## src/rtl/maze_path_rle_if.sv

```systemverilog
// Move-in / token-out bundle between the maze solver, the run-length encoder and its consumer.
// The slave modport is the encoder's view and the master modport is the driver's view.
interface maze_path_rle_if #(
  parameter int LEN_W  = 5,
  parameter int STEP_W = 9
);
  logic              in_valid;
  logic [1:0]        in_dir;
  logic              tok_valid;
  logic              tok_ready;
  logic [1:0]        tok_dir;
  logic [LEN_W-1:0]  tok_len;
  logic              tok_last;
  logic              done;
  logic              path_ok;
  logic [STEP_W-1:0] total_steps;
  logic              err_oob;
  logic              err_ovf;

  modport master (
    output in_valid, in_dir, tok_ready,
    input  tok_valid, tok_dir, tok_len, tok_last,
    input  done, path_ok, total_steps, err_oob, err_ovf
  );

  modport slave (
    input  in_valid, in_dir, tok_ready,
    output tok_valid, tok_dir, tok_len, tok_last,
    output done, path_ok, total_steps, err_oob, err_ovf
  );
endinterface

```

## src/rtl/maze_path_rle.sv

```systemverilog
// Tracks the walker over a GRIDxGRID maze and run-length encodes its move stream into a
// show-ahead token FIFO, reporting step count, error flags and exit reachability per path.
module maze_path_rle #(
  parameter int GRID       = 17,
  parameter int FIFO_DEPTH = 4,
  parameter int LEN_W      = 5,
  parameter int STEP_W     = 9
) (
  input logic            clk,
  input logic            rst,
  maze_path_rle_if.slave bus
);
  localparam logic [1:0] S_IDLE  = 2'd0;
  localparam logic [1:0] S_RUN   = 2'd1;
  localparam logic [1:0] S_FLUSH = 2'd2;

  localparam int POS_W = $clog2(GRID);
  localparam int PTR_W = (FIFO_DEPTH > 1) ? $clog2(FIFO_DEPTH) : 1;
  localparam int CNT_W = $clog2(FIFO_DEPTH + 1);
  localparam int TOK_W = LEN_W + 3;

  localparam logic [POS_W-1:0]  POS_MAX  = POS_W'(GRID - 1);
  localparam logic [LEN_W-1:0]  LEN_MAX  = '1;
  localparam logic [STEP_W-1:0] STEP_MAX = '1;
  localparam logic [PTR_W-1:0]  PTR_LAST = PTR_W'(FIFO_DEPTH - 1);
  localparam logic [CNT_W-1:0]  CNT_FULL = CNT_W'(FIFO_DEPTH);

  logic [1:0]        state_q,   state_d;
  logic [POS_W-1:0]  row_q,     row_d;
  logic [POS_W-1:0]  col_q,     col_d;
  logic [1:0]        cur_dir_q, cur_dir_d;
  logic [LEN_W-1:0]  len_q,     len_d;
  logic [STEP_W-1:0] steps_q,   steps_d;
  logic              err_oob_q, err_oob_d;
  logic              err_ovf_q, err_ovf_d;
  logic              path_ok_q, path_ok_d;
  logic              done_q,    done_d;

  logic [TOK_W-1:0]  mem_q [FIFO_DEPTH];
  logic [TOK_W-1:0]  mem_d [FIFO_DEPTH];
  logic [PTR_W-1:0]  wr_ptr_q,  wr_ptr_d;
  logic [PTR_W-1:0]  rd_ptr_q,  rd_ptr_d;
  logic [CNT_W-1:0]  count_q,   count_d;

  logic [POS_W-1:0]  base_row, base_col;
  logic [POS_W-1:0]  mv_row, mv_col;
  logic              mv_oob;
  logic              push, push_ok, pop, full, tok_valid;
  logic [TOK_W-1:0]  push_tok, head;

  assign tok_valid = (count_q != '0);
  assign pop       = tok_valid && bus.tok_ready;
  assign full      = (count_q == CNT_FULL);

  // A fresh path always starts from the origin, regardless of where the last one ended.
  always_comb begin
    base_row = (state_q == S_IDLE) ? '0 : row_q;
    base_col = (state_q == S_IDLE) ? '0 : col_q;
    mv_row   = base_row;
    mv_col   = base_col;
    mv_oob   = 1'b0;
    case (bus.in_dir)
      2'd0: if (base_col == POS_MAX) mv_oob = 1'b1; else mv_col = base_col + POS_W'(1);
      2'd1: if (base_row == POS_MAX) mv_oob = 1'b1; else mv_row = base_row + POS_W'(1);
      2'd2: if (base_col == '0)      mv_oob = 1'b1; else mv_col = base_col - POS_W'(1);
      default: if (base_row == '0)   mv_oob = 1'b1; else mv_row = base_row - POS_W'(1);
    endcase
  end

  always_comb begin
    state_d   = state_q;
    row_d     = row_q;
    col_d     = col_q;
    cur_dir_d = cur_dir_q;
    len_d     = len_q;
    steps_d   = steps_q;
    err_oob_d = err_oob_q;
    err_ovf_d = err_ovf_q;
    path_ok_d = path_ok_q;
    done_d    = 1'b0;
    push      = 1'b0;
    push_tok  = '0;
    case (state_q)
      S_IDLE: begin
        if (bus.in_valid) begin
          state_d   = S_RUN;
          row_d     = mv_row;
          col_d     = mv_col;
          cur_dir_d = bus.in_dir;
          len_d     = LEN_W'(1);
          steps_d   = STEP_W'(1);
          err_oob_d = mv_oob;
          err_ovf_d = 1'b0;
          path_ok_d = 1'b0;
        end
      end
      S_RUN: begin
        if (bus.in_valid) begin
          row_d = mv_row;
          col_d = mv_col;
          if (mv_oob) err_oob_d = 1'b1;
          if (steps_q != STEP_MAX) steps_d = steps_q + STEP_W'(1);
          if (bus.in_dir == cur_dir_q && len_q != LEN_MAX) begin
            len_d = len_q + LEN_W'(1);
          end else begin
            push      = 1'b1;
            push_tok  = {1'b0, cur_dir_q, len_q};
            cur_dir_d = bus.in_dir;
            len_d     = LEN_W'(1);
          end
        end else begin
          push     = 1'b1;
          push_tok = {1'b1, cur_dir_q, len_q};
          state_d  = S_FLUSH;
        end
      end
      S_FLUSH: begin
        if (!tok_valid) begin
          done_d    = 1'b1;
          path_ok_d = (row_q == POS_MAX) && (col_q == POS_MAX) && !err_oob_q && !err_ovf_q;
          state_d   = S_IDLE;
        end
      end
      default: state_d = S_IDLE;
    endcase
    // A simultaneous pop frees the slot, so only a push into a full, unpopped FIFO is lost.
    if (push && full && !pop) err_ovf_d = 1'b1;
  end

  always_comb begin
    push_ok  = push && (!full || pop);
    mem_d    = mem_q;
    wr_ptr_d = wr_ptr_q;
    rd_ptr_d = rd_ptr_q;
    if (push_ok) begin
      mem_d[wr_ptr_q] = push_tok;
      wr_ptr_d        = (wr_ptr_q == PTR_LAST) ? '0 : wr_ptr_q + PTR_W'(1);
    end
    if (pop) rd_ptr_d = (rd_ptr_q == PTR_LAST) ? '0 : rd_ptr_q + PTR_W'(1);
    count_d = count_q + CNT_W'(push_ok) - CNT_W'(pop);
  end

  always_ff @(posedge clk) begin
    if (rst) begin
      state_q   <= S_IDLE;
      row_q     <= '0;
      col_q     <= '0;
      cur_dir_q <= '0;
      len_q     <= '0;
      steps_q   <= '0;
      err_oob_q <= 1'b0;
      err_ovf_q <= 1'b0;
      path_ok_q <= 1'b0;
      done_q    <= 1'b0;
      mem_q     <= '{default: '0};
      wr_ptr_q  <= '0;
      rd_ptr_q  <= '0;
      count_q   <= '0;
    end else begin
      state_q   <= state_d;
      row_q     <= row_d;
      col_q     <= col_d;
      cur_dir_q <= cur_dir_d;
      len_q     <= len_d;
      steps_q   <= steps_d;
      err_oob_q <= err_oob_d;
      err_ovf_q <= err_ovf_d;
      path_ok_q <= path_ok_d;
      done_q    <= done_d;
      mem_q     <= mem_d;
      wr_ptr_q  <= wr_ptr_d;
      rd_ptr_q  <= rd_ptr_d;
      count_q   <= count_d;
    end
  end

  assign head            = mem_q[rd_ptr_q];
  assign bus.tok_valid   = tok_valid;
  assign bus.tok_last    = tok_valid & head[TOK_W-1];
  assign bus.tok_dir     = tok_valid ? head[TOK_W-2 -: 2] : 2'd0;
  assign bus.tok_len     = tok_valid ? head[LEN_W-1:0] : '0;
  assign bus.done        = done_q;
  assign bus.path_ok     = path_ok_q;
  assign bus.total_steps = steps_q;
  assign bus.err_oob     = err_oob_q;
  assign bus.err_ovf     = err_ovf_q;
endmodule

```

## src/flat_wrapper.sv

```systemverilog
// flat-port wrapper written by rule: the top's interface ports become plain ports
module maze_path_rle_flat 
#(
  parameter int GRID       = 17,
  parameter int FIFO_DEPTH = 4,
  parameter int LEN_W      = 5,
  parameter int STEP_W     = 9
)
  (clk, rst, bus_in_valid, bus_in_dir, bus_tok_ready, bus_tok_valid, bus_tok_dir, bus_tok_len, bus_tok_last, bus_done, bus_path_ok, bus_total_steps, bus_err_oob, bus_err_ovf);
  maze_path_rle_if #(.LEN_W(LEN_W), .STEP_W(STEP_W)) bus_i ();
  input logic clk;
  input logic rst;
  input wire logic [$bits(bus_i.in_valid)-1:0] bus_in_valid;
  input wire logic [$bits(bus_i.in_dir)-1:0] bus_in_dir;
  input wire logic [$bits(bus_i.tok_ready)-1:0] bus_tok_ready;
  output wire logic [$bits(bus_i.tok_valid)-1:0] bus_tok_valid;
  output wire logic [$bits(bus_i.tok_dir)-1:0] bus_tok_dir;
  output wire logic [$bits(bus_i.tok_len)-1:0] bus_tok_len;
  output wire logic [$bits(bus_i.tok_last)-1:0] bus_tok_last;
  output wire logic [$bits(bus_i.done)-1:0] bus_done;
  output wire logic [$bits(bus_i.path_ok)-1:0] bus_path_ok;
  output wire logic [$bits(bus_i.total_steps)-1:0] bus_total_steps;
  output wire logic [$bits(bus_i.err_oob)-1:0] bus_err_oob;
  output wire logic [$bits(bus_i.err_ovf)-1:0] bus_err_ovf;
  assign bus_i.in_valid = bus_in_valid;
  assign bus_i.in_dir = bus_in_dir;
  assign bus_i.tok_ready = bus_tok_ready;
  assign bus_tok_valid = bus_i.tok_valid;
  assign bus_tok_dir = bus_i.tok_dir;
  assign bus_tok_len = bus_i.tok_len;
  assign bus_tok_last = bus_i.tok_last;
  assign bus_done = bus_i.done;
  assign bus_path_ok = bus_i.path_ok;
  assign bus_total_steps = bus_i.total_steps;
  assign bus_err_oob = bus_i.err_oob;
  assign bus_err_ovf = bus_i.err_ovf;
  maze_path_rle #(.GRID(GRID), .FIFO_DEPTH(FIFO_DEPTH), .LEN_W(LEN_W), .STEP_W(STEP_W)) u_core (.clk(clk), .rst(rst), .bus(bus_i));
endmodule
```

## config.mk

```make
export PLATFORM = sky130hd
export DESIGN_NAME = maze_path_rle_flat
export DESIGN_NICKNAME = d
export VERILOG_FILES = /design/src/rtl/maze_path_rle_if.sv /design/src/rtl/maze_path_rle.sv /design/src/flat_wrapper.sv
export SDC_FILE = /design/constraint.sdc
export NUM_CORES = 1
export LEC_CHECK = 0
export BUFFER_PORTS_ARGS = -buffer_cell sky130_fd_sc_hd__clkbuf_2
export CAP_MARGIN = 5
export CORE_UTILIZATION = 30
export CTS_BUF_LIST = sky130_fd_sc_hd__clkbuf_8
export DETAILED_ROUTE_END_ITERATION = 7
export PLACE_DENSITY_LB_ADDON = 0.2
export SETUP_SLACK_MARGIN = 0.02
export SLEW_MARGIN = 10
export SYNTH_ARGS = -nofsm -noshare
export SYNTH_HDL_FRONTEND = slang
export SYNTH_SLANG_ARGS = --single-unit
```

## constraint.sdc

```tcl
create_clock -name clk -period 7.45 [get_ports clk]
set_input_delay 1.1175 -clock clk [delete_from_list [all_inputs] [get_ports clk]]
set_output_delay 1.1175 -clock clk [all_outputs]
set_load 0.05 [all_outputs]
```

==> results of run 1 <==
-- routing by layer --
| metal | track usage | vias up | wire length, um |
|---|---|---|---|
| li1 | - | 1503 | - |
| met3 | 0.0323 | 13 | 241 |
| met1 | 0.196 | 1430 | 4270 |
| met4 | 0.0597 | 0 | 171 |
| met2 | 0.228 | 45 | 4080 |
| met5 | 0 | - | 0 |
-- layout make-up --
cell class | count | area (sq um)
clock buffers | 9 | 124
clock inverters | 6 | 32.5
fillers | 1278 | 7950
inverters | 17 | 63.8
multi-input cells | 307 | 2160
flip-flops and latches | 71 | 1420
well taps | 168 | 210
repair buffers | 29 | 150
-- through the flow --
step,std cells,utilization,setup slack [ns]
after CTS,607,0.344,4.21
after global routing,607,0.344,4.11
after floorplan,423,-,4.23
after detailed placement,592,0.331,3.87
after global placement,592,0.331,3.93
final,607,0.344,4.25
-- registers in the layout (all words and copies together), names as in the netlist --
signal	cells
u_core.mem_q	32
u_core.rd_ptr_q	2
u_core.cur_dir_q	2
u_core.wr_ptr_q	2
u_core.bus.err_oob	1
u_core.state_q	2
u_core.count_q	3
u_core.bus.path_ok	1
u_core.bus.err_ovf	1
u_core.bus.total_steps	9
u_core.len_q	5
u_core.bus.done	1
u_core.row_q	5
u_core.col_q	5
-- worst max-delay path by stage --
stage	endpoint	from	depth (start not counted)
2_1_floorplan	u_core.count_q[2]$_SDFF_PP0_	bus_in_dir[1]	11
3_3_place_gp	u_core.count_q[2]$_SDFF_PP0_	bus_in_dir[1]	10
3_5_place_dp	u_core.count_q[2]$_SDFF_PP0_	bus_in_dir[1]	10
4_1_cts	bus_tok_len[1]	u_core.rd_ptr_q[0]$_SDFFE_PP0P_	3
5_1_grt	u_core.count_q[2]$_SDFF_PP0_	bus_in_dir[1]	10
6_report	u_core.count_q[2]$_SDFF_PP0_	bus_in_dir[1]	10
-- worst min-delay path: cells and delay by family (launching register included) --
family	cells	cell delay [ns]
compound gates	2	0.13
flops	1	0.32
-- kinds of logic after synthesis --
logic type | share of synthesized area
flip-flops | 0.377
buffers and inverters | 0.0501
adder cells (fa/ha/maj) | 0.0551
AND/OR/NAND/NOR | 0.231
XOR/XNOR | 0.0348
multiplexers | 0.149
AO/OA/AOI/OAI | 0.103
-- power breakdown --
group | internal (mW) | switching [mW]
Combinational | 0.0708 | 0.125
Clock | 0.115 | 0.146
Sequential | 0.397 | 0.0323
-- layout by cell type, fill, tap and decap left out, types with 2 or more instances in the layout --
master    synthesis  final
a211oi_1          2      2
a21o_1            2      2
a21oi_1          19     19
a221oi_1          2      2
a22oi_1           4      4
a311oi_1          4      4
a31oi_1           5      5
a32oi_1           4      4
and2_1           10     10
and3_1            7      7
and4b_1           2      2
buf_4             0      2
clkbuf_2          1     27
clkbuf_8          0      9
dfxtp_1          71     71
ha_1             15     15
inv_1            17     20
mux2i_1          38     38
mux4_2            8      8
nand2_1          31     31
nand2b_1          4      4
nand3_1          12     12
nand3_4           4      4
nand3b_1          2      2
nand4_1           3      3
nor2_1           67     67
nor2b_1           3      3
nor3_1            7      7
nor3b_1           4      4
nor4_1            3      3
nor4b_1           2      2
o21ai_0          13     13
or3_1             2      2
or3b_2            2      2
xnor2_1           7      7
xor2_1            8      8
==> results by group, run 1 <==
Critical path
  – Buf/Inv on CP: 2
  – Slowest-stage cell, CP: or4b_4
  – Flop-to-flop setup slack: 4.48 ns
  – Delay-heaviest family, CP: simple AND/OR/NAND/NOR gates
  – Crit path capture type: flop
  – Arr. time, crit path: between 3 and 4 ns
  – Max incr delay on CP: 0.64 ns
  – Most used cell, CP: xnor2_1
  – Worst r2r src: u_core.len_q[0]$_SDFFE_PP0P_
  – WS Path Type: primary input to flop
  – Startpoint Class: primary input
  – R2R Path End: u_core.count_q[2]$_SDFF_PP0_
  – Cell Chain, Critical Path: clkbuf_2 > xor2_1 > or4b_4 > nand2_1 > inv_1 > ha_1 > fa_1 > xnor2_1 > xnor2_1 > nor2_1
  – Critical Path RT: about 7.7 ns
  – R2R cell count: 11
  – Maximum fanout along the worst path: 19

Placement
  – Post-DP HPWL: 5810 um
  – Port Buf Inserts: 27
  – Gpl congestion: 0.794
  – Dpl cell area: 0.00401 sq mm

Timing
  – Total negative slack: 0 ns
  – RSZ-0062 raised after global routing: no
  – Final Hold Fails: 0
  – Slew headroom: 0.435
  – Worst Max-Slew Pin Slew: between 0.8 and 0.9 ns
  – Final setup vio count: 0
  – Slew Limit Fails: 0
  – Final hold slack: slightly below 0.5 ns
  – Tcrit/Tclk final: 0.429
  – Clock Skew: ~0.016 ns
  – Final min period: about 3.2 ns
  – Highest clock rate: between 300 and 400 MHz

Synthesis
  – Synth Area per Inst: around 8.9 sq um
  – EDFF count, synth: 0
  – Top cells by area, synth: dfxtp_1 (38%), mux2i_1 (10%), nor2_1 (6.7%), ha_1 (5.0%), mux4_2 (4.8%)
  – Number of synthesized register bits: 71
  – Post-synthesis async set-or-reset flop share: 0
  – Cell count after synthesis: 423
  – Netlist cell types: between 40 and 50
  – Most frequent cell after synthesis: dfxtp_1
  – Net Count, Synth: ~450
  – Top_reg_cell synth: dfxtp_1
  – Post-synth top area cell: dfxtp_1
  – Post-synth top cells: dfxtp_1 (71), nor2_1 (67), mux2i_1 (38), nand2_1 (31), clkbuf_1 (21)
  – Register area share after synthesis: 0.377
  – Top-area cell type share of the netlist area: 0.377
  – Count of warnings emitted by yosys: 0
  – Mapped Area: 0.00377 sq mm

Layout
  – Area added between synthesis and finish: 10.4%
  – Final Cell Area: approximately 0.0042 sq mm
  – Fraction of layout cells with a size suffix above 1: 0.132
  – Nets@finish: 457
  – N_diodes: 0

Clocking
  – CTS tree: done
  – Num Clock Sinks: 71
  – Clock Latency Late Sink: around 0.35 ns
  – Hold buffers post-CTS: 0
  – Max clock buf depth: 2
  – Clk root buf: clkbuf_8
  – Total CTS buffers: 9
  – Worst-path clk slew: roughly 0.08 ns
  – H-tree depth: 3
  – Resize count post-CTS: 0
  – Postcts setup bufs: 0

Detailed routing
  – Via/cell ratio: between 4 and 5
  – Routed len/inst: between 10 and 15 um
  – Total length of routed wires: about 8800 um
  – Vias after detailed routing: around 3,000
  – Remaining DRCs: 0
  – Post-route ant nets: 0
  – DRT iter0 DRCs: 100
  – Drt pass-1 iters: 4

Floorplanning
  – Initial cell density of the core: 0.311
  – CORE AREA: 0.0121 sq mm
  – Die Wd: about 110 um
  – Die area: between 0.01 and 0.015 sq mm
  – Die H: approximately 110 um
  – IO Pins: 28
  – # rows: 40

Global routing
  – Largest net degree at the start of global routing: 66
  – GRT Util Overall: 0.146
  – Vias in the first global route: 2,876
  – First-pass GRT wire length: about 15,000 um
  – Initial antenna violation count: 0
  – Total grt overflow: 0

Hold path
  – Hold WC Path Type: flop to flop
  – Hold path depth: 2
  – Hold path endpoint: u_core.bus.path_ok$_SDFFE_PP0P_
  – Hold path start: u_core.bus.path_ok$_SDFFE_PP0P_

Power
  – Overall power: about 0.89 mW
  – Max VDD drop: ~0.095 mV
  – Leak Pwr: around 1.8 nW
  – Pwr Density: between 200 and 250 mW/mm^2

Outcome
  – Status: finished, final reports clean

Flow run
  – Max Cap Violations: 0
Note: power is estimated with default switching activity, not from simulation.
==> run 2, diff against run 1 <==
- clock period: 7.45 -> 3.09 ns (I/O delays scaled with it)
==> run 2 against run 1 <==
Against the previous run:
- hold slack lost 0.0045 ns
- flip-flop and latch count is the same
- total power grew to 2.7 times the previous value
- via count grew 0.94%
- highest routed layer unchanged
- largest power group unchanged
- first-iteration DRC count grew 110%
- sequential share of layout area shrank 1.1 points
- sequential power grew 140%
- design area grew 3.2%
- clock power grew to 3.2 times the previous value
- worst setup slack lost 4.0 ns
- routed wire length grew 1.3%
==> results by group, run 2 (synthesis gave the netlist of run 1 again) <==
Hold path
  – Hold path depth: 2 (unchanged)
  – Hold WC Path Type: flop to flop
  – Hold path start: u_core.bus.path_ok$_SDFFE_PP0P_
  – Hold path endpoint: u_core.bus.path_ok$_SDFFE_PP0P_

Critical path
  – Maximum fanout along the worst path: 9 (-10)
  – Flop-to-flop setup slack: 0.26 ns (-4.22 ns)
  – Arr. time, crit path: 3.04 ns (-0.38 ns)
  – WS Path Type: flop to flop
  – Slowest-stage cell, CP: or4b_4
  – Max incr delay on CP: 0.54 ns (-0.10 ns)
  – Most used cell, CP: ha_1
  – Cell Chain, Critical Path: ha_1 > and3_1 > ha_1 > or4b_4 > nand2_1 > inv_1 > ha_1 > fa_1 > xnor2_1 > xnor2_1 > nor2_1
  – R2R Path End: u_core.count_q[2]$_SDFF_PP0_
  – Startpoint Class: flop
  – Worst r2r src: u_core.len_q[0]$_SDFFE_PP0P_
  – R2R cell count: 11 (unchanged)
  – Critical Path RT: 3.30 ns (-4.37 ns)
  – Crit path capture type: flop

Layout
  – Area added between synthesis and finish: 14.0%
  – Core Util, Final: 0.355 (+0.0112)
  – Biggest register: u_core.mem_q
  – Final non-filler cell total: 617 (+1.6%)
  – Final Cell Area: 0.00430 sq mm (+3.2%)
  – Commonest non-fill, non-tap cells in the layout: dfxtp_1 (71), nor2_1 (67), mux2i_1 (38)
  – N_diodes: 0 (unchanged)
  – Max FFs per register: 32 (unchanged)
  – Most common cell after layout, fill and taps aside: dfxtp_1
  – Nets@finish: 466 (+2.0%)
  – Fraction of layout cells with a size suffix above 1: 0.154 (+0.0216)
  – FILL cells: 1,307 (+2.3%)

Clocking
  – Total CTS buffers: 9 (unchanged)
  – Worst-path clk slew: 0.08 ns (about the same)
  – Clock Latency Late Sink: 0.34 ns (about the same)
  – Num Clock Sinks: 71 (unchanged)
  – Clk root buf: clkbuf_8
  – CTS tree: done
  – Max clock buf depth: 2 (unchanged)
  – H-tree depth: 3 (unchanged)
  – Hold buffers post-CTS: 0 (unchanged)
  – Postcts setup bufs: 0 (unchanged)
  – Resize count post-CTS: 0 (unchanged)

Floorplanning
  – Die H: 114 um (unchanged)
  – Die area: 0.0130 sq mm (unchanged)
  – Initial cell density of the core: 0.311 (unchanged)
  – # rows: 40 (unchanged)
  – CORE AREA: 0.0121 sq mm (unchanged)
  – Die Wd: 114 um (unchanged)
  – IO Pins: 28 (unchanged)

Detailed routing
  – DRT iter0 DRCs: 211 (+110%)
  – Remaining DRCs: 0 (unchanged)
  – Vias after detailed routing: 3,019 (+0.94%)
  – Via/cell ratio: 4.89 (-0.70%)
  – Post-route ant nets: 0 (unchanged)
  – Drt pass-1 iters: 4 (unchanged)
  – Routed len/inst: 14.4 um (-0.30%)
  – Total length of routed wires: 8880 um (+1.3%)

Placement
  – Post-DP HPWL: 6160 um (+6.1%)
  – Dpl cell area: 0.00408 sq mm (+1.7%)
  – Pre-CTS setup slack: 0.249 ns (-3.62 ns)
  – Port Buf Inserts: 27 (unchanged)
  – Placed cells: 601 (+1.5%)
  – Gpl congestion: 0.770 (-3.1%)

Timing
  – Final Hold Fails: 0 (unchanged)
  – Clock Skew: 0.00735 ns (-0.00818 ns)
  – Tcrit/Tclk final: 0.915
  – Total negative slack: 0 ns (unchanged)
  – Highest clock rate: approximately 350 MHz
  – Worst Max-Slew Pin Slew: 0.790 ns (-0.0546 ns)
  – Setup ws final: 0.262 ns (-3.99 ns)
  – RSZ-0062 raised after global routing: no
  – Slew headroom: 0.471 (+0.0365)
  – Slew Limit Fails: 0 (unchanged)
  – Final setup vio count: 0 (unchanged)
  – Final hold slack: 0.483 ns (-0.00455 ns)
  – Final min period: roughly 2.8 ns

Power
  – Pwr Density: 551 mW/mm^2 (+160%)
  – Switching part of the total: 0.310 (-0.0323)
  – Leak Pwr: 1.89 nW (+4.3%)
  – Overall power: 2.37 mW (+170%)
  – Max VDD drop: 0.178 mV (+87%)
  – Net Sw Power: 0.734 mW (+140%)
  – Logic gate share of total power: 0.212 (-0.009)
  – Internal: 1.64 mW (+180%)
  – Reg power frac: 0.434 (-0.050)
  – Clock power share: 0.355 (+0.061)

Flow run
  – Max Cap Violations: 0 (unchanged)

Global routing
  – First-pass GRT wire length: 14,900 um (+1.7%)
  – GRT Util Overall: 0.149 (+0.00313)
  – Total grt overflow: 0 (unchanged)
  – Vias in the first global route: 2,886 (+0.35%)
  – Initial antenna violation count: 0 (unchanged)
  – Largest net degree at the start of global routing: 30 (-55%)

Outcome
  – Status: finished, final reports clean
==> run 2: cell count changes in the layout (fill, tap and decap cells not counted), sizes merged <==
cell | before | now
clkinv | 2 | 1
clkbuf | 36 | 38
bufinv | 0 | 2
inv | 20 | 19
clkinvlp | 1 | 0
buf | 2 | 11
==> run 2: metal layers <==
layer / share of wire / vias to the layer above / global-route usage
met5: 0 / - / 0
met4: 0.015 / 0 / 0.0649
met3: 0.034 / 8 / 0.0233
met2: 0.47 / 51 / 0.241
met1: 0.48 / 1431 / 0.198
li1: - / 1529 / -
==> run 2: power by group through the flow <==
| stage | clock network (mW) | logic (mW) | registers, mW |
|---|---|---|---|
| final | 0.840 | 0.501 | 1.03 |
| after global routing | 0.907 | 0.557 | 1.04 |
| after CTS | 0.872 | 0.509 | 1.03 |
| after detailed placement | 0 | 0.508 | 1.05 |
| after global placement | 0 | 0.499 | 1.05 |
| after floorplan | 0 | 0.403 | 1.02 |
==> run 2: worst max-delay path: cells and delay by family, from the launching register on <==
family / cells / cell delay [ns]
XOR/XNOR: 2 / 0.31
AND/OR/NAND/NOR: 4 / 0.90
adder cells (fa/ha/maj): 4 / 1.04
buffers and inverters: 1 / 0.06
flip-flops: 1 / 0.39
==> run 2: area by class of cell <==
class / instances / area, sq um / area share
Tap cell: 168 / 210 / 0.0489
Multi-Input combinational cell: 307 / 2160 / 0.503
Sequential cell: 71 / 1420 / 0.331
Clock inverter: 5 / 72.6 / 0.0169
Clock buffer: 11 / 151 / 0.0352
Inverter: 17 / 63.8 / 0.0148
Timing Repair Buffer: 38 / 218 / 0.0506
==> run 2: how the worst max path moves through the flow <==
stage / startpoint / end / slack, ns / depth (start not counted)
after global placement: u_core.len_q[0]$_SDFFE_PP0P_ / u_core.count_q[2]$_SDFF_PP0_ / 0.29 / 11
final: u_core.len_q[0]$_SDFFE_PP0P_ / u_core.count_q[2]$_SDFF_PP0_ / 0.26 / 11
after floorplan: u_core.len_q[1]$_SDFFE_PP0P_ / u_core.count_q[2]$_SDFF_PP0_ / 0.32 / 12
after detailed placement: u_core.len_q[0]$_SDFFE_PP0P_ / u_core.count_q[2]$_SDFF_PP0_ / 0.25 / 11
after global routing: u_core.len_q[0]$_SDFFE_PP0P_ / u_core.count_q[2]$_SDFF_PP0_ / 0.08 / 11
after CTS: u_core.len_q[0]$_SDFFE_PP0P_ / u_core.count_q[2]$_SDFF_PP0_ / 0.24 / 11
==> run 3, diff against run 2 <==
- CELL_PAD_IN_SITES_DETAIL_PLACEMENT: unset -> 1
- CELL_PAD_IN_SITES_GLOBAL_PLACEMENT: unset -> 2
==> run 3 against run 2 <==
Against the previous run:
- core utilization up 0.27 points
- fmax about the same
- flip-flop and latch count unchanged
- highest routed layer unchanged
==> results by group, run 3 (synthesis gave the netlist of run 1 again) <==
Detailed routing
  – Vias after detailed routing: 3,070 (+1.7%)
  – Total length of routed wires: 9760 um (+9.8%)
  – Top Layer Used: met4
  – Via/cell ratio: 4.96 (+1.4%)
  – Wl on met1: 4930 um (+15%)
  – Drt pass-1 iters: 4 (unchanged)
  – Routed len/inst: 15.8 um (+9.5%)
  – Met3 wire length: 211 um (-31%)
  – DRT iter0 DRCs: 117 (-45%)
  – Remaining DRCs: 0 (unchanged)
  – Metal2 WL: 4450 um (+6.6%)
  – Post-route ant nets: 0 (unchanged)

Floorplanning
  – Die Wd: 114 um (unchanged)
  – Die H: 114 um (unchanged)
  – CORE AREA: 0.0121 sq mm (unchanged)
  – # rows: 40 (unchanged)
  – IO Pins: 28 (unchanged)
  – Initial cell density of the core: 0.311 (unchanged)
  – Die area: 0.0130 sq mm (unchanged)

Layout
  – Nets@finish: 468 (+0.43%)
  – Final non-filler cell total: 619 (+0.32%)
  – Biggest register: u_core.mem_q
  – Commonest non-fill, non-tap cells in the layout: dfxtp_1 (71), nor2_1 (67), mux2i_1 (38)
  – Most common cell after layout, fill and taps aside: dfxtp_1
  – Final Cell Area: 0.00433 sq mm (+0.76%)
  – Fraction of layout cells with a size suffix above 1: 0.162 (+0.00819)
  – N_diodes: 0 (unchanged)
  – Area added between synthesis and finish: 14.8%
  – Max FFs per register: 32 (unchanged)

Hold path
  – Hold WC Path Type: flop to flop
  – Hold path depth: 2 (unchanged)
  – Hold path start: u_core.bus.total_steps[8]$_SDFFE_PP0P_
  – Hold path endpoint: u_core.bus.total_steps[8]$_SDFFE_PP0P_

Power
  – Leak Pwr: 1.90 nW (+0.29%)
  – Pwr Density: 563 mW/mm^2 (+2.1%)
  – Overall power: 2.44 mW (+2.9%)
  – Max VDD drop: 0.196 mV (+10%)

Timing
  – Highest clock rate: 354 MHz (about the same)
  – Slew headroom: 0.572 (+0.101)
  – Tcrit/Tclk final: 0.915 (about the same)
  – Final setup vio count: 0 (unchanged)
  – Clock Skew: 0.0122 ns (+0.00490 ns)
  – Total negative slack: 0 ns (unchanged)
  – RSZ-0062 raised after global routing: no
  – Final Hold Fails: 0 (unchanged)
  – Final min period: 2.83 ns (-0.00114 ns)
  – Slew Limit Fails: 0 (unchanged)
  – Worst Max-Slew Pin Slew: 0.641 ns (-0.149 ns)

Clocking
  – Resize count post-CTS: 0 (unchanged)
  – Clock Latency Late Sink: 0.37 ns (+0.03 ns)
  – Worst-path clk slew: 0.09 ns (about the same)
  – CTS tree: done
  – Postcts setup bufs: 0 (unchanged)
  – Hold buffers post-CTS: 0 (unchanged)
  – Max clock buf depth: 2 (unchanged)
  – Clk root buf: clkbuf_8
  – Total CTS buffers: 9 (unchanged)
  – H-tree depth: 3 (unchanged)
  – Num Clock Sinks: 71 (unchanged)

Global routing
  – Total grt overflow: 0 (unchanged)
  – Largest net degree at the start of global routing: 29 (-3.3%)
  – GRT Util Overall: 0.165 (+0.0154)
  – Initial antenna violation count: 0 (unchanged)
  – Vias in the first global route: 3,152 (+9.2%)
  – First-pass GRT wire length: 16,500 um (+10%)

Placement
  – Post-DP HPWL: 7070 um (+15%)
  – Dpl cell area: 0.00409 sq mm (+0.37%)
  – Port Buf Inserts: 27 (unchanged)
  – Gpl congestion: 0.754 (-2.0%)
  – Placed cells: 603 (+0.33%)

Critical path
  – Maximum fanout along the worst path: 9 (unchanged)
  – Critical Path RT: 3.34 ns (+0.04 ns)
  – R2R Path End: u_core.count_q[2]$_SDFF_PP0_
  – CP Launch Point: u_core.len_q[0]$_SDFFE_PP0P_
  – Flop-to-flop setup slack: 0.26 ns (about the same)
  – R2R cell count: 11 (unchanged)
  – Startpoint Class: flop
  – WS Path Type: flop to flop
  – Arr. time, crit path: 3.08 ns (+0.04 ns)
  – Crit path capture type: flop
  – Worst r2r src: u_core.len_q[0]$_SDFFE_PP0P_

Outcome
  – Status: finished, final reports clean

Flow run
  – Max Cap Violations: 0 (unchanged)
-- run 3: cell count changes in the layout (fill, tap and decap cells not counted) --
cell        before  now
inv_1           19   17
buf_4           11   13
clkinv_2         1    0
clkinvlp_4       0    1
clkbuf_8        11   12
clkinv_4         0    1
-- run 3: final cells by class --
type / instances / area [sq um]
timing repair buffer: 40 / 233
clock buffer: 12 / 165
tap: 168 / 210
multi-input combinational: 307 / 2160
fill: 1458 / 7780
clock inverter: 4 / 76.3
inverter: 17 / 63.8
sequential: 71 / 1420
-- run 3: layer usage --
metal  vias to the layer above  global-route usage
met5                         -                   0
met4                         0              0.0675
met3                        11              0.0275
met2                        23               0.263
met1                      1513               0.221
li1                       1523                   -
-- run 3: power by group --
group / leakage [nW] / switching, mW / internal, mW
Clock: 0.119 / 0.384 / 0.522
Sequential: 0.575 / 0.0730 / 0.958
Combinational: 1.20 / 0.314 / 0.185
Total: 1.90 / 0.772 / 1.67
-- run 3: worst max-delay path by stage --
stage	endpoint	slack, ns	depth (start not counted)
final	u_core.count_q[2]$_SDFF_PP0_	0.26	11
after global routing	u_core.count_q[2]$_SDFF_PP0_	0.08	11
after CTS	u_core.count_q[2]$_SDFF_PP0_	0.23	11
after detailed placement	u_core.count_q[2]$_SDFF_PP0_	0.23	11
after global placement	u_core.count_q[2]$_SDFF_PP0_	0.29	11
after floorplan	u_core.count_q[2]$_SDFF_PP0_	0.32	12
-- run 3: critical path, stage by stage, from the launching register on --
cell and delay (ns):
dfxtp_1 0.40, ha_1 0.26, and3_1 0.19, ha_1 0.19, or4b_4 0.54, nand2_1 0.13
inv_1 0.06, ha_1 0.21, fa_1 0.38, xnor2_1 0.17, xnor2_1 0.13, nor2_1 0.05
-- run 3: stage by stage --
stage	hold WS (ns)	util	worst slack [ns]
after CTS	0.486	0.358	0.228
final	0.492	0.358	0.263
after global placement	0.467	0.338	0.295
after global routing	0.521	0.358	0.0823
after detailed placement	0.482	0.338	0.228
after floorplan	0.458	-	0.325
